[config.mk]
export PLATFORM = sky130hd
export DESIGN_NAME = i2c_target_regif
export DESIGN_NICKNAME = d
export VERILOG_FILES = /design/src/rtl/i2c_target_regif_pkg.sv /design/src/rtl/i2c_sync_edge.sv /design/src/rtl/i2c_target_regif.sv
export SDC_FILE = /design/constraint.sdc
export NUM_CORES = 1
export LEC_CHECK = 0
export BUFFER_PORTS_ARGS = -buffer_cell sky130_fd_sc_hd__buf_2
export CORE_ASPECT_RATIO = 1.25
export CORE_MARGIN = 4
export CORE_UTILIZATION = 50
export DETAILED_ROUTE_END_ITERATION = 6
export HOLD_SLACK_MARGIN = 0.1
export PLACE_DENSITY_LB_ADDON = 0.2
export SLEW_MARGIN = 5
export SYNTH_ARGS = -nofsm -noshare
export SYNTH_HDL_FRONTEND = slang
export SYNTH_SLANG_ARGS = --single-unit
[constraint.sdc]
create_clock -name clk -period 4.6 [get_ports clk]
set_input_delay 1.15 -clock clk [delete_from_list [all_inputs] [get_ports clk]]
set_output_delay 1.15 -clock clk [all_outputs]
set_load 0.005 [all_outputs]
[src/rtl/i2c_target_regif_pkg.sv]
// Shared types and constants for the I2C target register interface.
package i2c_target_regif_pkg;

  // Protocol phases of the target, from address match to end of transfer.
  typedef enum logic [3:0] {
    S_IDLE,
    S_ADDR,
    S_ADDR_ACK,
    S_SUB,
    S_SUB_ACK,
    S_WDATA,
    S_WDATA_ACK,
    S_RDATA,
    S_RD_MACK,
    S_WAIT_STOP
  } state_t;

  localparam logic [6:0] DEV_ADDR_DEFAULT = 7'h70;

  // Bus level carried in an acknowledge slot.
  localparam logic ACK = 1'b0;
  localparam logic NAK = 1'b1;

endpackage

[src/rtl/i2c_sync_edge.sv]
// Multi-flop synchronizer for a raw I2C pin plus rise/fall detection.
// Flops reset to 1 so an idle (pulled-up) bus shows no edge out of reset.
module i2c_sync_edge #(
  parameter int SYNC_STAGES = 2
) (
  input  logic clk,
  input  logic rst_n,
  input  logic d_in,
  output logic level,
  output logic rise,
  output logic fall
);

  logic [SYNC_STAGES-1:0] sync_q, sync_d;
  logic                   prev_q, prev_d;

  // Shift chain: stage 0 takes the pin, the last stage feeds the edge detector.
  always_comb begin
    sync_d[0] = d_in;
    for (int i = 1; i < SYNC_STAGES; i++) begin
      sync_d[i] = sync_q[i-1];
    end
    prev_d = sync_q[SYNC_STAGES-1];
  end

  // Synchronizer and edge-detect registers.
  always_ff @(posedge clk or negedge rst_n) begin
    if (!rst_n) begin
      sync_q <= '1;
      prev_q <= 1'b1;
    end else begin
      sync_q <= sync_d;
      prev_q <= prev_d;
    end
  end

  assign level = sync_q[SYNC_STAGES-1];
  assign rise  = level & ~prev_q;
  assign fall  = ~level & prev_q;

endmodule

[src/rtl/i2c_target_regif.sv]
// I2C target front end: START/STOP decode, device address match, sub-address
// capture, write strobes and read fetches with sub-address auto-increment.
// SDA is open-drain: sda_oe=1 pulls low, otherwise the line is released.
module i2c_target_regif
  import i2c_target_regif_pkg::*;
#(
  parameter logic [6:0] DEV_ADDR    = DEV_ADDR_DEFAULT,
  parameter int         SYNC_STAGES = 2
) (
  input  logic       clk,
  input  logic       rst_n,
  input  logic       sda_in,
  input  logic       scl_in,
  output logic       sda_oe,
  output logic [7:0] reg_addr,
  output logic [7:0] reg_wdata,
  output logic       reg_we,
  output logic       reg_rd,
  input  logic [7:0] reg_rdata,
  output logic       bus_active
);

  logic sda, sda_rise, sda_fall;
  logic scl, scl_rise, scl_fall;
  logic start, stop;

  i2c_sync_edge #(.SYNC_STAGES(SYNC_STAGES)) u_sync_sda (
    .clk(clk), .rst_n(rst_n), .d_in(sda_in),
    .level(sda), .rise(sda_rise), .fall(sda_fall)
  );

  i2c_sync_edge #(.SYNC_STAGES(SYNC_STAGES)) u_sync_scl (
    .clk(clk), .rst_n(rst_n), .d_in(scl_in),
    .level(scl), .rise(scl_rise), .fall(scl_fall)
  );

  assign start = sda_fall & scl;
  assign stop  = sda_rise & scl;

  state_t     state_q, state_d;
  logic [3:0] bit_cnt_q, bit_cnt_d;
  logic [7:0] shift_q, shift_d;
  logic [7:0] reg_addr_q, reg_addr_d;
  logic [7:0] reg_wdata_q, reg_wdata_d;
  logic       reg_we_q, reg_we_d;
  logic       sda_oe_q, sda_oe_d;
  logic       bus_active_q, bus_active_d;
  logic       ack_phase_q, ack_phase_d;  // 0: ACK not yet driven, 1: ACK on the bus
  logic       rw_q, rw_d;
  logic       rd_fire;
  logic [7:0] byte_in;

  // Next-state and output decode; START/STOP override any bit activity.
  always_comb begin
    state_d      = state_q;
    bit_cnt_d    = bit_cnt_q;
    shift_d      = shift_q;
    reg_addr_d   = reg_addr_q;
    reg_wdata_d  = reg_wdata_q;
    reg_we_d     = 1'b0;
    sda_oe_d     = sda_oe_q;
    bus_active_d = bus_active_q;
    ack_phase_d  = ack_phase_q;
    rw_d         = rw_q;
    rd_fire      = 1'b0;
    byte_in      = {shift_q[6:0], sda};

    // Auto-increment lands the cycle after the write strobe.
    if (reg_we_q) reg_addr_d = reg_addr_q + 8'd1;

    if (start) begin
      state_d      = S_ADDR;
      bit_cnt_d    = 4'd0;
      sda_oe_d     = 1'b0;
      bus_active_d = 1'b1;
      ack_phase_d  = 1'b0;
    end else if (stop) begin
      state_d      = S_IDLE;
      bit_cnt_d    = 4'd0;
      sda_oe_d     = 1'b0;
      bus_active_d = 1'b0;
      ack_phase_d  = 1'b0;
    end else begin
      case (state_q)
        S_ADDR, S_SUB, S_WDATA: begin
          if (scl_rise) begin
            shift_d   = byte_in;
            bit_cnt_d = bit_cnt_q + 4'd1;
            if (bit_cnt_q == 4'd7) begin
              bit_cnt_d = 4'd0;
              case (state_q)
                S_ADDR: begin
                  if (byte_in[7:1] == DEV_ADDR) begin
                    state_d = S_ADDR_ACK;
                    rw_d    = byte_in[0];
                  end else begin
                    state_d = S_WAIT_STOP;
                  end
                end
                S_SUB: begin
                  reg_addr_d = byte_in;
                  state_d    = S_SUB_ACK;
                end
                default: begin
                  reg_wdata_d = byte_in;
                  reg_we_d    = 1'b1;
                  state_d     = S_WDATA_ACK;
                end
              endcase
            end
          end
        end
        S_ADDR_ACK, S_SUB_ACK, S_WDATA_ACK: begin
          if (scl_fall) begin
            if (!ack_phase_q) begin
              sda_oe_d    = ~ACK;
              ack_phase_d = 1'b1;
            end else begin
              sda_oe_d    = 1'b0;
              ack_phase_d = 1'b0;
              bit_cnt_d   = 4'd0;
              if (state_q == S_ADDR_ACK && rw_q) begin
                // The ACK-release fall also begins the first read byte.
                state_d  = S_RDATA;
                rd_fire  = 1'b1;
                shift_d  = reg_rdata;
                sda_oe_d = ~reg_rdata[7];
              end else if (state_q == S_ADDR_ACK) begin
                state_d = S_SUB;
              end else begin
                state_d = S_WDATA;
              end
            end
          end
        end
        S_RDATA: begin
          if (scl_rise) begin
            bit_cnt_d = bit_cnt_q + 4'd1;
          end else if (scl_fall) begin
            if (bit_cnt_q == 4'd0) begin
              // First fall after a master ACK: fetch the next byte.
              rd_fire  = 1'b1;
              shift_d  = reg_rdata;
              sda_oe_d = ~reg_rdata[7];
            end else if (bit_cnt_q == 4'd8) begin
              sda_oe_d  = 1'b0;
              bit_cnt_d = 4'd0;
              state_d   = S_RD_MACK;
            end else begin
              shift_d  = {shift_q[6:0], 1'b0};
              sda_oe_d = ~shift_q[6];
            end
          end
        end
        S_RD_MACK: begin
          if (scl_rise) begin
            if (sda == NAK) begin
              state_d = S_WAIT_STOP;
            end else begin
              reg_addr_d = reg_addr_q + 8'd1;
              bit_cnt_d  = 4'd0;
              state_d    = S_RDATA;
            end
          end
        end
        default: ;
      endcase
    end
  end

  // State and output registers.
  always_ff @(posedge clk or negedge rst_n) begin
    if (!rst_n) begin
      state_q      <= S_IDLE;
      bit_cnt_q    <= 4'd0;
      shift_q      <= 8'd0;
      reg_addr_q   <= 8'd0;
      reg_wdata_q  <= 8'd0;
      reg_we_q     <= 1'b0;
      sda_oe_q     <= 1'b0;
      bus_active_q <= 1'b0;
      ack_phase_q  <= 1'b0;
      rw_q         <= 1'b0;
    end else begin
      state_q      <= state_d;
      bit_cnt_q    <= bit_cnt_d;
      shift_q      <= shift_d;
      reg_addr_q   <= reg_addr_d;
      reg_wdata_q  <= reg_wdata_d;
      reg_we_q     <= reg_we_d;
      sda_oe_q     <= sda_oe_d;
      bus_active_q <= bus_active_d;
      ack_phase_q  <= ack_phase_d;
      rw_q         <= rw_d;
    end
  end

  assign sda_oe     = sda_oe_q;
  assign reg_addr   = reg_addr_q;
  assign reg_wdata  = reg_wdata_q;
  assign reg_we     = reg_we_q;
  assign reg_rd     = rd_fire;
  assign bus_active = bus_active_q;

endmodule

---- After elaboration in Yosys (flattened, before gate mapping) ----
Cells that the tools add are included.
word-level totals
  word-level logic and storage cells ...... 160
  output and inout bits ................... 20
  input bits .............................. 12
  register bits ........................... 42
operators by class
  reduce and logical (&&, ||, !) cells .... 18
  muxes and demuxes ....................... 80
  add/subtract/negate cells ............... 2
  equality and inequality tests ........... 31
  bitwise logic cells ..................... 15
operators with widths
  kind                                                              count
  4-bit 2-to-1 mux                                                  25
  8-bit 2-to-1 mux                                                  8
  7-bit 2-to-1 mux                                                  8
  4-bit inequality test (second input constant)                     10
  4-bit one-hot mux with 4 select lines                             2
  1-bit 2-to-1 mux                                                  30
  7-bit one-hot mux with 3 select lines                             1
  4-bit by 3-bit == test with 1-bit output (second input constant)  5
  10-bit AND reduction                                              2
  8-bit one-hot mux with 2 select lines                             1
  5-bit inequality test (second input constant)                     3
  2-bit inequality test (second input constant)                     6
  1-bit NOT                                                         9
  9-bit AND reduction                                               1
  3-bit nonzero test                                                3
  8-bit by 1-bit adder with 8-bit output (second input constant)    1
  4-bit by 2-bit == test with 1-bit output (second input constant)  2
  4-bit == test (second input constant)                             2
  4-bit one-hot mux with 2 select lines                             1
  7-bit == test (second input constant)                             1
  7-bit AND reduction                                               1
  1-bit AND                                                         6
  3-bit 2-to-1 mux                                                  2
  6-bit AND reduction                                               1
  other kinds (13)                                                  15

---- Depth between registers and ports, before layout ----
  depth in word-level cells ............... 8
  gate-level depth with buffers ........... 8
  gate-level depth less buffers ........... 7

---- By module ----
From an unflattened synthesis, not the netlist that was laid out.
unflattened totals
  cells, all modules ...................... 247
  area, all modules ....................... 2529.9 µm²
modules (own cells, without submodules)
  module            seq. area each (µm²)  area each (µm²)  cells each  instances
  i2c_target_regif  900.9                 2342.2           237         1
  i2c_sync_edge     78.8                  93.8             5           2

---- Least setup slack after synthesis ----
No wires, ideal clock.
  path type ............................... register to output
  start point ............................. register u_sync_sda.sync_q[1]
  end point ............................... output reg_rd
  required time ........................... 3.450 ns
  data arrival time ....................... 1.278 ns
  path buffers ............................ 2
  cell stages (with the launch flop) ...... 7
  path slack .............................. 2.172 ns
  cells stage by stage .................... dfstp_2 buf_2 nor2b_1 o21ai_0 clkbuf_1 nand2_1 nor2_1
on the way
  word-level cells in the longest chain between the ends .. 4
  elaborated cells between the ends (all ways) .. 7
  those cells by class .................... mux (2); bitwise (5)
RTL lines
  what                                                  line                                            RTL
  start: declaration                                    i2c_sync_edge.sv:14                             logic [SYNC_STAGES-1:0] sync_q, sync_d;
  start signal: assignment                              i2c_sync_edge.sv:32                             sync_q <= sync_d;
  1-bit AND / 1-bit NOT (equally long branches)         i2c_sync_edge.sv:38, i2c_sync_edge.sv:39
  1-bit AND (on tied branches)                          i2c_target_regif.sv:38, i2c_sync_edge.sv:39
  1-bit 2-to-1 mux / 1-bit AND (equally long branches)  i2c_target_regif.sv:77, i2c_target_regif.sv:37
  1-bit 2-to-1 mux (*)                                  i2c_target_regif.sv:71                          if (start) begin
  end: declaration                                      i2c_target_regif.sv:18                          output logic reg_rd,
Every way passes the cells marked *; elsewhere a longest branch is shown, timed or not.

---- Worst setup path after layout ----
  start point ............................. register state_q[2]
  end point ............................... output reg_rd
on the way
  word-level cells in the longest chain between the ends .. 8
  elaborated cells between the ends (all ways) .. 12
  those cells by class .................... eq/ne (4); mux (6); reduce/logical (2)
RTL lines
  what                                       line                                             RTL
  start: declaration                         i2c_target_regif.sv:40                           state_t state_q, state_d;
  start signal: assignment                   i2c_target_regif.sv:185                          state_q <= state_d;
  4-bit by 2-bit == test with 1-bit output   i2c_target_regif.sv:84, i2c_target_regif.sv:122
  1-bit logical AND                          i2c_target_regif.sv:122                          if (state_q == S_ADDR_ACK && rw_q) begin
  1-bit 2-to-1 mux                           i2c_target_regif.sv:122
  1-bit 2-to-1 mux                           i2c_target_regif.sv:115                          if (!ack_phase_q) begin
  1-bit 2-to-1 mux                           i2c_target_regif.sv:114                          if (scl_fall) begin
  1-bit one-hot mux with 2 select lines (*)  i2c_target_regif.sv:84                           case (state_q)
  1-bit 2-to-1 mux (*)                       i2c_target_regif.sv:77                           end else if (stop) begin
  1-bit 2-to-1 mux (*)                       i2c_target_regif.sv:71
Marked as above.

==> results.json <==
{
  "status": "complete, no violations",
  "period_share": 0.668,
  "syn_area_sq_um": 2590,
  "cts.clk_slew.worst_paths_ns": 0.09,
  "die_w_microns": 72.4,
  "dp_hpwl_microns": 4200,
  "clock-sinks": 42,
  "r2r_cells": 6,
  "grt_use_met3": 0.0364,
  "cellLeakagePower_nw": 1.27,
  "num_vias": 2024,
  "synth_warnings": 0,
  "ctsHtreeMaxLevel": 2,
  "first_pass_iters": 4,
  "grt_max_degree": 43,
  "nNetsFinal": 293,
  "r2r-start": "u_sync_scl.sync_q[1]",
  "stdcell_area_sq_um": 2880,
  "cp-start-kind": "flip-flop",
  "crit_start": "state_q[2]",
  "crit_cells": 4,
  "antenna_found_initial": 0,
  "grt.overflow.total": 0,
  "diodes": 0,
  "dieArea_sq_um": 6400,
  "root_buffer": "clkbuf_8",
  "cts_hold_buf": 0,
  "drtIter0Drc": 187,
  "fin_skew_ns": 0.00326,
  "viasPerCell": 5.97,
  "met2_usage": 0.348,
  "grt_use_total": 0.202,
  "crit_chain": "and4b_1 -> a31oi_1 -> nor2_1 -> buf_2",
  "clk_latency_ns": 0.30,
  "maxCapViolations": 0,
  "fmax_mhz": 325,
  "fin_util": 0.571,
  "drive_gt1_frac": 0.310,
  "gp_congestion": 0.884,
  "final_antenna_net_count": 0,
  "r2r_setup_slack_ns": 2.02,
  "synth_area_leaders": "dfrtp_1 (35%), mux2_2 (9.1%), dfstp_2 (6.1%), xor2_1 (2.7%), nand2_1 (2.5%)",
  "grt_pass1_wl_microns": 9940,
  "whs_ns": 0.364,
  "core_sq_um": 5040,
  "cts.repair.resized": 0,
  "setup_violations": 0,
  "yosysUniqueCellTypes": 61,
  "cp_slowest_cell": "dfrtp_1",
  "wire_per_inst_microns": 17.5,
  "port_buffers": 31,
  "post_cts_buffers": 0,
  "critPathCapture": "reg_rd",
  "initial_core_util": 0.514,
  "synth-seq-cells": 42,
  "ys_async_sr_fraction": 1.00,
  "timing.slew.headroom": 0.387,
  "peakVddDrop_mv": 0.348,
  "placementRows": 29,
  "synth_top_cell_area_share": 0.348,
  "io-pin-count": 32,
  "path_delay_family": "flip-flops",
  "hold_viol_final": 0,
  "wl_microns": 5940,
  "synth.net_count": 270,
  "met1_usage": 0.250,
  "p_total_w": 0.00153,
  "final_cell_mix": "dfrtp_1 (36), buf_2 (31), mux2_2 (21)",
  "die_h_microns": 88.5,
  "synth_top_cell_by_area": "dfrtp_1",
  "slew_violations": 0,
  "arrival_ns": 1.92,
  "worst_pin_slew_ns": 0.920,
  "synthFlopType": "dfrtp_1",
  "cts_made_buffers": 5,
  "syn_to_final_growth_pct": 11.1,
  "drcViolationCount": 0,
  "reg2reg_to": "reg_addr[0]",
  "synth-edff-count": 0,
  "grt_pass1_vias": 2013,
  "netlist_instances": 253,
  "powerDensity_nw_per_um2": 532,
  "crit_type": "reg2out",
  "critPathMaxStageDelay_ns": 0.86,
  "cts_tree": "built",
  "hold_class": "reg2reg",
  "ys_seq_area_frac": 0.409,
  "cp_max_fo": 20,
  "min_from": "u_sync_sda.sync_q[0]",
  "worstSetupEndpointType": "primary output",
  "final_common_cell": "dfrtp_1",
  "syn_avg_cell_area_sq_um": 10.2,
  "clk_path_buf_depth": 2,
  "rsz0062_at_grt": "false",
  "fin_crit_ns": 3.07,
  "fin_tns_setup_ns": 0,
  "placed_cell_area_sq_um": 2740,
  "cp.buffers_inverters": 1,
  "top_usage_layer": "met2",
  "cp.required_ns": 3.45
}
-- cell families after synthesis --
kind of cell	after synthesis	share of synthesized area
mux	27	0.119
buf+inv	25	0.0478
xor+xnor	13	0.0440
flops	42	0.409
simple gates	85	0.198
fa+ha+maj	5	0.0242
compound gates	56	0.159
-- registers in the layout (all words and copies together) (netlist names) --
| register | flops |
|---|---|
| reg_wdata | 8 |
| shift_q | 7 |
| u_sync_sda.prev_q | 1 |
| ack_phase_q | 1 |
| u_sync_scl.sync_q | 2 |
| rw_q | 1 |
| reg_addr | 8 |
| u_sync_scl.prev_q | 1 |
| reg_we | 1 |
| sda_oe | 1 |
| bus_active | 1 |
| bit_cnt_q | 4 |
| u_sync_sda.sync_q | 2 |
| state_q | 4 |
-- worst register-to-register path: stages, from the launching register on --
cell and delay, ns:
dfstp_2 0.58, ha_1 0.40, nand4b_1 0.28, nor4_4 0.58, o211a_1 0.41, o21a_1 0.16, o21ai_1 0.05
-- cells in the mapped netlist (2+ instances only) --
cell type / instances
dfrtp_1: 36
mux2_2: 21
nand2_1: 17
nor2_1: 14
nand3_1: 10
nor3_1: 10
inv_1: 9
o21ai_0: 9
a21oi_1: 8
o22ai_1: 8
xor2_1: 8
a22oi_1: 7
buf_2: 6
dfstp_2: 6
nor2b_1: 6
clkbuf_1: 5
ha_1: 5
nand4_1: 5
xnor2_1: 5
nand2b_1: 4
mux2i_1: 3
o211ai_1: 3
o21a_1: 3
buf_4: 2
buf_6: 2
mux2_4: 2
nand4b_1: 2
nor2_2: 2
nor3b_1: 2
o21ai_1: 2
-- cell type report --
| type | instances | area (sq um) |
|---|---|---|
| Fill cell | 467 | 2170 |
| Multi-Input combinational cell | 186 | 1410 |
| Sequential cell | 42 | 1060 |
| Timing Repair Buffer | 32 | 163 |
| Tap cell | 62 | 77.6 |
| Clock buffer | 5 | 68.8 |
| Clock inverter | 3 | 68.8 |
| Inverter | 9 | 33.8 |
-- per-stage QoR --
step                      worst slack [ns]  instances
after floorplan                       2.17        253
after global placement                1.89        331
after detailed placement              1.86        331
after CTS                             1.53        339
after global routing                  1.32        339
final                                 1.53        339
-- layer usage --
metal  up-vias  share of wire  wire length (microns)
met5         -              0                      0
met2        37           0.50                   2990
li1        976              -                      -
met1      1002           0.45                   2650
met3         9          0.029                    174
met4         0          0.021                    125
-- power by group --
part	leakage, nW	internal (W)	switching (W)
clock network	0.0683	0.000218	0.000140
logic	0.663	0.000296	0.000270
registers	0.541	0.000440	0.000167
total	1.27	0.000954	0.000577
-- how the worst min path moves through the flow --
stage	endpoint	slack [ns]	cells after the start
floorplan	u_sync_scl.sync_q[1]	0.35	0
CTS	u_sync_sda.sync_q[1]	0.37	0
global route	u_sync_scl.sync_q[1]	0.37	0
finish	u_sync_sda.sync_q[1]	0.36	0
global placement	u_sync_scl.sync_q[1]	0.35	0
detailed placement	u_sync_sda.sync_q[1]	0.35	0
No activity file was read; power rests on OpenSTA's default activity.
